--- src/rtl/drive_pkg.sv ---
// Shared codes for the H-bridge driver: direction commands, channel states, duty limits.
// Imported by pwm_channel and hbridge_pwm_driver.
package drive_pkg;

   localparam int DUTY_W       = 7;
   localparam int MAX_DUTY_DEF = 80;

   localparam logic [1:0] DIR_COAST = 2'b00;
   localparam logic [1:0] DIR_FWD   = 2'b01;
   localparam logic [1:0] DIR_REV   = 2'b10;
   localparam logic [1:0] DIR_BRAKE = 2'b11;

   typedef enum logic [2:0] {
      ST_COAST = 3'd0,
      ST_RUN   = 3'd1,
      ST_BRAKE = 3'd2,
      ST_DEAD  = 3'd3,
      ST_ARM   = 3'd4
   } ch_state_t;

endpackage

--- src/rtl/pwm_channel.sv ---
// One H-bridge channel: drive FSM, duty threshold latch, optional slew, registered pins.
// Optional duty slew limiting is built when HBRIDGE_PWM_RAMP_EN is defined.
module pwm_channel
   import drive_pkg::*;
#(
   parameter int CNT_W     = 20,
   parameter int DUTY_STEP = 6250,
   parameter int MAX_DUTY  = MAX_DUTY_DEF,
   parameter int DEAD_CYC  = 50000,
   parameter int RAMP_STEP = 5
) (
   input  logic              clk,
   input  logic              rst_n,
   input  logic [CNT_W-1:0]  cnt,
   input  logic              wrap,
   input  logic              tick,
   input  logic [DUTY_W-1:0] duty,
   input  logic [1:0]        dir_cmd,
   output logic              bridge_en,
   output logic              bridge_a,
   output logic              bridge_b,
   output logic              busy
);

   localparam int PW  = DUTY_W + CNT_W;
   localparam int DCW = (DEAD_CYC > 1) ? $clog2(DEAD_CYC) : 1;

   ch_state_t        state, state_nxt;
   logic [1:0]       dir_q, dir_nxt;
   logic [DCW-1:0]   dead_cnt;
   logic             dead_done;
   logic [PW-1:0]    thr;
   logic             pwm_cmp;
   logic             is_dir, opposite;
   logic             en_nxt, a_nxt, b_nxt, busy_nxt;

   function automatic logic [DUTY_W-1:0] sat_duty(input logic [DUTY_W-1:0] d);
      return (d > DUTY_W'(MAX_DUTY)) ? DUTY_W'(MAX_DUTY) : d;
   endfunction

   function automatic logic [DUTY_W-1:0] ramp_toward(input logic [DUTY_W-1:0] cur,
                                                    input logic [DUTY_W-1:0] tgt);
      if (tgt > cur)
         return ((tgt - cur) > DUTY_W'(RAMP_STEP)) ? cur + DUTY_W'(RAMP_STEP) : tgt;
      else
         return ((cur - tgt) > DUTY_W'(RAMP_STEP)) ? cur - DUTY_W'(RAMP_STEP) : tgt;
   endfunction

   // Full-width product so thresholds at or beyond PERIOD are never truncated.
   function automatic logic [PW-1:0] scale(input logic [DUTY_W-1:0] d);
      return PW'(d) * PW'(DUTY_STEP);
   endfunction

   assign is_dir    = (dir_cmd == DIR_FWD) || (dir_cmd == DIR_REV);
   assign opposite  = is_dir && (dir_cmd != dir_q);
   assign dead_done = (dead_cnt == DCW'(DEAD_CYC - 1));
   assign pwm_cmp   = ({{DUTY_W{1'b0}}, cnt} < thr);

   always_ff @(posedge clk or negedge rst_n) begin
      if (!rst_n) begin
         state <= ST_COAST;
         dir_q <= DIR_FWD;
      end else begin
         state <= state_nxt;
         dir_q <= dir_nxt;
      end
   end

   always_comb begin
      state_nxt = state;
      dir_nxt   = dir_q;
      case (state)
         ST_COAST: begin
            if (is_dir) begin
               state_nxt = ST_ARM;
               dir_nxt   = dir_cmd;
            end else if (dir_cmd == DIR_BRAKE) begin
               state_nxt = ST_BRAKE;
            end
         end
         ST_RUN: begin
            if (dir_cmd == DIR_COAST)      state_nxt = ST_COAST;
            else if (dir_cmd == DIR_BRAKE) state_nxt = ST_BRAKE;
            else if (opposite)             state_nxt = ST_DEAD;
         end
         ST_BRAKE: begin
            if (dir_cmd == DIR_COAST) state_nxt = ST_COAST;
            else if (is_dir)          state_nxt = ST_DEAD;
         end
         ST_DEAD: begin
            if (dir_cmd == DIR_COAST) begin
               state_nxt = ST_COAST;
            end else if (dead_done) begin
               if (is_dir) begin
                  state_nxt = ST_ARM;
                  dir_nxt   = dir_cmd;
               end else begin
                  state_nxt = ST_BRAKE;
               end
            end
         end
         ST_ARM: begin
            if (dir_cmd == DIR_COAST)      state_nxt = ST_COAST;
            else if (dir_cmd == DIR_BRAKE) state_nxt = ST_BRAKE;
            else if (opposite)             state_nxt = ST_DEAD;
            else if (tick)                 state_nxt = ST_RUN;
         end
         default: state_nxt = ST_COAST;
      endcase
   end

   // Pin values are decoded from the next state and registered, so pins never glitch.
   always_comb begin
      en_nxt   = 1'b0;
      a_nxt    = 1'b0;
      b_nxt    = 1'b0;
      busy_nxt = 1'b0;
      case (state_nxt)
         ST_RUN: begin
            en_nxt = pwm_cmp;
            a_nxt  = (dir_nxt == DIR_REV);
            b_nxt  = (dir_nxt == DIR_FWD);
         end
         ST_BRAKE: en_nxt = 1'b1;
         ST_DEAD: begin
            a_nxt    = bridge_a;
            b_nxt    = bridge_b;
            busy_nxt = 1'b1;
         end
         ST_ARM: begin
            a_nxt    = (dir_nxt == DIR_REV);
            b_nxt    = (dir_nxt == DIR_FWD);
            busy_nxt = 1'b1;
         end
         default: ;
      endcase
   end

   always_ff @(posedge clk or negedge rst_n) begin
      if (!rst_n) begin
         bridge_en <= 1'b0;
         bridge_a  <= 1'b0;
         bridge_b  <= 1'b0;
         busy      <= 1'b0;
      end else begin
         bridge_en <= en_nxt;
         bridge_a  <= a_nxt;
         bridge_b  <= b_nxt;
         busy      <= busy_nxt;
      end
   end

   always_ff @(posedge clk or negedge rst_n) begin
      if (!rst_n)                dead_cnt <= '0;
      else if (state != ST_DEAD) dead_cnt <= '0;
      else                       dead_cnt <= dead_cnt + DCW'(1);
   end

`ifdef HBRIDGE_PWM_RAMP_EN
   logic [DUTY_W-1:0] app;
   logic [DUTY_W-1:0] app_step;
   logic              hold_zero;

   assign app_step  = ramp_toward(app, sat_duty(duty));
   assign hold_zero = (state_nxt == ST_COAST) || (state_nxt == ST_BRAKE) ||
                      (state_nxt == ST_DEAD);

   always_ff @(posedge clk or negedge rst_n) begin
      if (!rst_n) begin
         app <= '0;
         thr <= '0;
      end else begin
         if (wrap)           thr <= scale(app_step);
         if (hold_zero)      app <= '0;
         else if (wrap)      app <= app_step;
      end
   end
`else
   always_ff @(posedge clk or negedge rst_n) begin
      if (!rst_n)    thr <= '0;
      else if (wrap) thr <= scale(sat_duty(duty));
   end
`endif

endmodule

--- src/rtl/hbridge_pwm_driver.sv ---
// N-channel H-bridge PWM driver: shared period counter and tick, one pwm_channel per motor.
// Define HBRIDGE_PWM_RAMP_EN to build per-channel duty slew limiting.
module hbridge_pwm_driver
   import drive_pkg::*;
#(
   parameter int NUM_CH    = 2,
   parameter int CNT_W     = 20,
   parameter int PERIOD    = 625000,
   parameter int DUTY_STEP = 6250,
   parameter int MAX_DUTY  = MAX_DUTY_DEF,
   parameter int DEAD_CYC  = 50000,
   parameter int RAMP_STEP = 5
) (
   input  logic                     clk,
   input  logic                     rstN,
   input  logic [DUTY_W*NUM_CH-1:0] duty,
   input  logic [2*NUM_CH-1:0]      dirCmd,
   output logic [NUM_CH-1:0]        hbEn,
   output logic [NUM_CH-1:0]        hbInA,
   output logic [NUM_CH-1:0]        hbInB,
   output logic                     periodTick,
   output logic [NUM_CH-1:0]        busy
);

   logic [CNT_W-1:0] cnt;
   logic             wrap;

   assign wrap = (cnt == CNT_W'(PERIOD - 1));

   // Tick is registered from the wrap so it is low while held in reset even though cnt==0.
   always_ff @(posedge clk or negedge rstN) begin
      if (!rstN) begin
         cnt        <= '0;
         periodTick <= 1'b0;
      end else begin
         cnt        <= wrap ? '0 : cnt + CNT_W'(1);
         periodTick <= wrap;
      end
   end

   for (genvar ch = 0; ch < NUM_CH; ch++) begin : g_ch
      pwm_channel #(
         .CNT_W     (CNT_W),
         .DUTY_STEP (DUTY_STEP),
         .MAX_DUTY  (MAX_DUTY),
         .DEAD_CYC  (DEAD_CYC),
         .RAMP_STEP (RAMP_STEP)
      ) u_ch (
         .clk       (clk),
         .rst_n     (rstN),
         .cnt       (cnt),
         .wrap      (wrap),
         .tick      (periodTick),
         .duty      (duty[DUTY_W*ch +: DUTY_W]),
         .dir_cmd   (dirCmd[2*ch +: 2]),
         .bridge_en (hbEn[ch]),
         .bridge_a  (hbInA[ch]),
         .bridge_b  (hbInB[ch]),
         .busy      (busy[ch])
      );
   end

endmodule

--- config.mk ---
export PLATFORM = sky130hd
export DESIGN_NAME = hbridge_pwm_driver
export DESIGN_NICKNAME = d
export VERILOG_FILES = /design/src/rtl/drive_pkg.sv /design/src/rtl/pwm_channel.sv /design/src/rtl/hbridge_pwm_driver.sv
export SDC_FILE = /design/constraint.sdc
export NUM_CORES = 1
export LEC_CHECK = 0
export ABC_CLOCK_PERIOD_IN_PS = 2009
export CELL_PAD_IN_SITES_DETAIL_PLACEMENT = 0
export CELL_PAD_IN_SITES_GLOBAL_PLACEMENT = 2
export CORE_UTILIZATION = 37
export CTS_BUF_LIST = sky130_fd_sc_hd__clkbuf_8
export DETAILED_ROUTE_END_ITERATION = 12
export PLACE_DENSITY_LB_ADDON = 0.1
export SETUP_SLACK_MARGIN = 0.02
export SLEW_MARGIN = 25
export SYNTH_ARGS = -nofsm -noshare
export SYNTH_HDL_FRONTEND = slang
export SYNTH_SLANG_ARGS = --single-unit
--- constraint.sdc ---
create_clock -name clk -period 2.01 [get_ports clk]
set_input_delay 0.402 -clock clk [delete_from_list [all_inputs] [get_ports clk]]
set_output_delay 0.402 -clock clk [all_outputs]
set_load 0.02 [all_outputs]
==> impl_metrics.json <==
{
  "fill_cells": 2020,
  "cp_cell_sequence": "buf_6 > o21ai_4 > and2_4 > buf_6 > ha_4 > ha_4 > ha_4 > inv_2 > fa_1 > inv_2 > ha_4 > a211o_1 > a21o_1 > nor4_4 > nor3_2 > o21a_1 > o21a_1 > o31ai_2",
  "area_delta_synth_final_pct": 41.9,
  "cts_tree": "yes",
  "peakVddDrop_mv": 0.290,
  "drive_gt1_frac": 0.345,
  "synth_commonest_cells": "139 x ha_1, 107 x dfrtp_1, 70 x nand2_1, 67 x inv_1, 66 x nor2_1",
  "cts_root_buf": "clkbuf_8",
  "insertion_delay_ps": 390,
  "setup_violations": 36,
  "synth_top_area_cell": "dfrtp_1",
  "crit_type": "primary input to flop",
  "ff2ff_path_depth": 6,
  "drtIter0Drc": 196,
  "violations": "negative setup slack",
  "fp.dieW_um": 152,
  "gr-total-overflow": 0,
  "cts_max_path_buffers": 2,
  "path_buf_inv": 4,
  "synthTopCellsByArea": "dfrtp_1 32%, ha_1 21%, xor2_1 4.1%",
  "critPathTopFamily": "adder cells",
  "start_util": 0.379,
  "swShare": 0.376,
  "grt_max_degree": 46,
  "synth_cell_types": 65,
  "synth-seq-cells": 109,
  "antenna_left": 0,
  "clock-skew-final_ps": 15.1,
  "wl_per_cell_um": 14.5,
  "drv_slew": 0,
  "synth-seq-area-share": 0.329,
  "syn-num-nets": 1048,
  "end_kind": "flop",
  "final_nets": 1276,
  "fin_hold_ws_ps": 3.11,
  "clkPwrFrac": 0.163,
  "power_switching_w": 0.00320,
  "crit_top_cell": "ha_4",
  "viasPerCell": 5.01,
  "grt_pass1_vias": 7512,
  "core_area_mm2": 0.0219,
  "numCtsBuffers": 9,
  "power_density_mw_per_mm2": 722,
  "min_period_ps": 3560,
  "critPathMaxStageDelay_ps": 490,
  "die_h_um": 152,
  "clkSlewWorstSetupHoldPaths_ps": 130,
  "crit_slowest_cell": "fa_1",
  "hold_viol_final": 0,
  "synth_top_area_share": 0.322,
  "yosys_warnings": 0,
  "post-place-ws_ps": -2430,
  "grt_pass1_wl_um": 35000,
  "vias": 6954,
  "rsz0062_at_grt": "true",
  "p_leak_nw": 5.86,
  "power_w": 0.00850,
  "grtUsageTotal": 0.181,
  "min-delay-path-class": "primary input to asynchronous set/reset pin",
  "crit_fanout": 3,
  "firstDrtPassIters": 4,
  "io_pins": 29,
  "io_buffers": 28,
  "synth-edff-count": 0,
  "critPathLaunch": "duty[12]",
  "setup_tns_ps": -33810,
  "fmaxAchievable_mhz": 281,
  "syn_area_mm2": 0.00830,
  "worstPathArrival_ps": 3860,
  "pwr-share-seq": 0.306,
  "yosysMostFrequentCell": "ha_1",
  "fin_crit_sh": 1.77,
  "routabilityCongestion": 0.824,
  "p_int_w": 0.00530,
  "die_area_mm2": 0.0230,
  "tightestPinTransition_ps": 667,
  "r2r_end": "g_ch[0].u_ch.dir_q[1]",
  "max_cap_violations": 0,
  "antenna_found_initial": 0,
  "cts-htree-levels": 3,
  "antenna_cells_inserted": 0,
  "dp_hpwl_um": 15600,
  "crit_path_start_kind": "primary input",
  "max_slew_margin": 0.554,
  "run_status": "finished, violations left",
  "regToRegStartpoint": "g_ch[0].u_ch.dead_cnt[4]",
  "yosys_most_used_dff": "dfrtp_1",
  "r2r_setup_slack_ps": -100,
  "syn_area_per_cell_um2": 9.49,
  "clkSinkCount": 109,
  "routed_wl_um": 20100,
  "drc": 0,
  "syn_inst": 875,
  "required_ps": 2310,
  "pwr-share-comb": 0.531,
  "ys_async_sr_fraction": 1.00,
  "num_rows": 54,
  "timing.final.ws_setup_ps": -1550
}
## worst register-to-register path: cells and delay by family, from the launching register on
family	cells	cell delay, ps
AO/OA/AOI/OAI	1	280
buffers and inverters	1	140
flip-flops	1	410
multiplexers	1	290
AND/OR/NAND/NOR	3	880
## cell usage in the layout (no fill, tap or decap), types with 5 or more instances in the layout
cell type / n
nor3_1: 7
buf_6: 23
o21ai_0: 29
nor2_1: 64
fa_1: 11
dlygate4sd2_1: 8
a31oi_1: 5
xnor2_1: 25
o21ai_1: 31
ha_1: 100
nand4_1: 20
buf_4: 188
dfrtp_1: 105
xor2_1: 38
a21oi_1: 20
and2_4: 7
o21a_1: 8
clkbuf_8: 9
nand3_1: 30
ha_4: 37
inv_2: 6
nand2b_1: 8
nor2b_1: 8
xnor2_2: 7
or3_1: 6
a21o_1: 16
nand2_1: 68
inv_1: 62
and3_1: 6
mux2i_1: 9
clkdlybuf4s50_1: 11
buf_12: 5
a21oi_2: 10
## routing by layer
| layer | global-route usage | share of wire | vias up |
|---|---|---|---|
| met4 | 0.0486 | 0.012 | 0 |
| met3 | 0.0197 | 0.014 | 16 |
| li1 | - | - | 3526 |
| met5 | 0 | 0 | - |
| met1 | 0.234 | 0.48 | 3375 |
| met2 | 0.321 | 0.50 | 37 |
## metrics by stage
step                      cell area, µm²  utilization  std cells
final                              11800        0.538       1388
after global routing               11800        0.538       1388
after floorplan                     8710            -        875
after global placement             10600        0.483       1335
after detailed placement           10600        0.483       1335
after CTS                          11400        0.521       1372
## cell type report
type / instances / area, µm² / area share
clock buffers: 9 / 124 / 0.0105
clock inverters: 7 / 72.6 / 0.00616
inverters: 68 / 255 / 0.0217
multi-input cells: 674 / 6230 / 0.529
flip-flops and latches: 109 / 2730 / 0.232
well taps: 280 / 350 / 0.0297
repair buffers: 241 / 2020 / 0.171
## power by group through the flow
stage | Clock [W] | Sequential, W | Combinational (W)
global route | 0.00153 | 0.00263 | 0.00496
CTS | 0.00145 | 0.00260 | 0.00423
finish | 0.00138 | 0.00260 | 0.00452
floorplan | 0 | 0.00258 | 0.00240
global placement | 0 | 0.00262 | 0.00355
detailed placement | 0 | 0.00264 | 0.00366
## how the worst max path moves through the flow
| stage | to | slack, ps | depth (start not counted) |
|---|---|---|---|
| 3_3_place_gp | g_ch[1].u_ch.thr[18] | -2280 | 15 |
| 2_1_floorplan | g_ch[1].u_ch.thr[18] | -1640 | 14 |
| 5_1_grt | g_ch[1].u_ch.thr[16] | -1670 | 18 |
| 3_5_place_dp | g_ch[1].u_ch.thr[18] | -2430 | 15 |
| 6_report | g_ch[1].u_ch.thr[18] | -1550 | 18 |
| 4_1_cts | g_ch[1].u_ch.thr[16] | -1450 | 19 |
## kinds of logic (layout without fill, tap and decap cells)
logic type      count (synthesis)  count (layout)  share of synthesized area
simple gates                  265             265                      0.159
fa+ha+maj                     153             153                      0.243
xor+xnor                       71              71                     0.0749
mux                            13              13                     0.0160
flops                         109             109                      0.329
buf+inv                        92             325                     0.0454
compound gates                172             172                      0.133
## state kept, by name (all words and copies together), names as in the netlist, 2 cells and up
name,flops
g_ch.u_ch.bridge_en,2
g_ch.u_ch.state,6
g_ch.u_ch.thr,38
g_ch.u_ch.bridge_a,2
cnt,20
g_ch.u_ch.dead_cnt,32
g_ch.u_ch.bridge_b,2
g_ch.u_ch.busy,2
g_ch.u_ch.dir_q,4
## timing repair
action | CTS | global route
endpoints found under the setup margin | 47 | 44
gates cloned | 0 | 0
resized for setup | 142 | 51
pin swaps | 90 | 61
hold endpoints to repair | 0 | 0
hold buffers | 0 | 0
buffers inserted | 24 | 18
(Power assumes the default switching activity.)
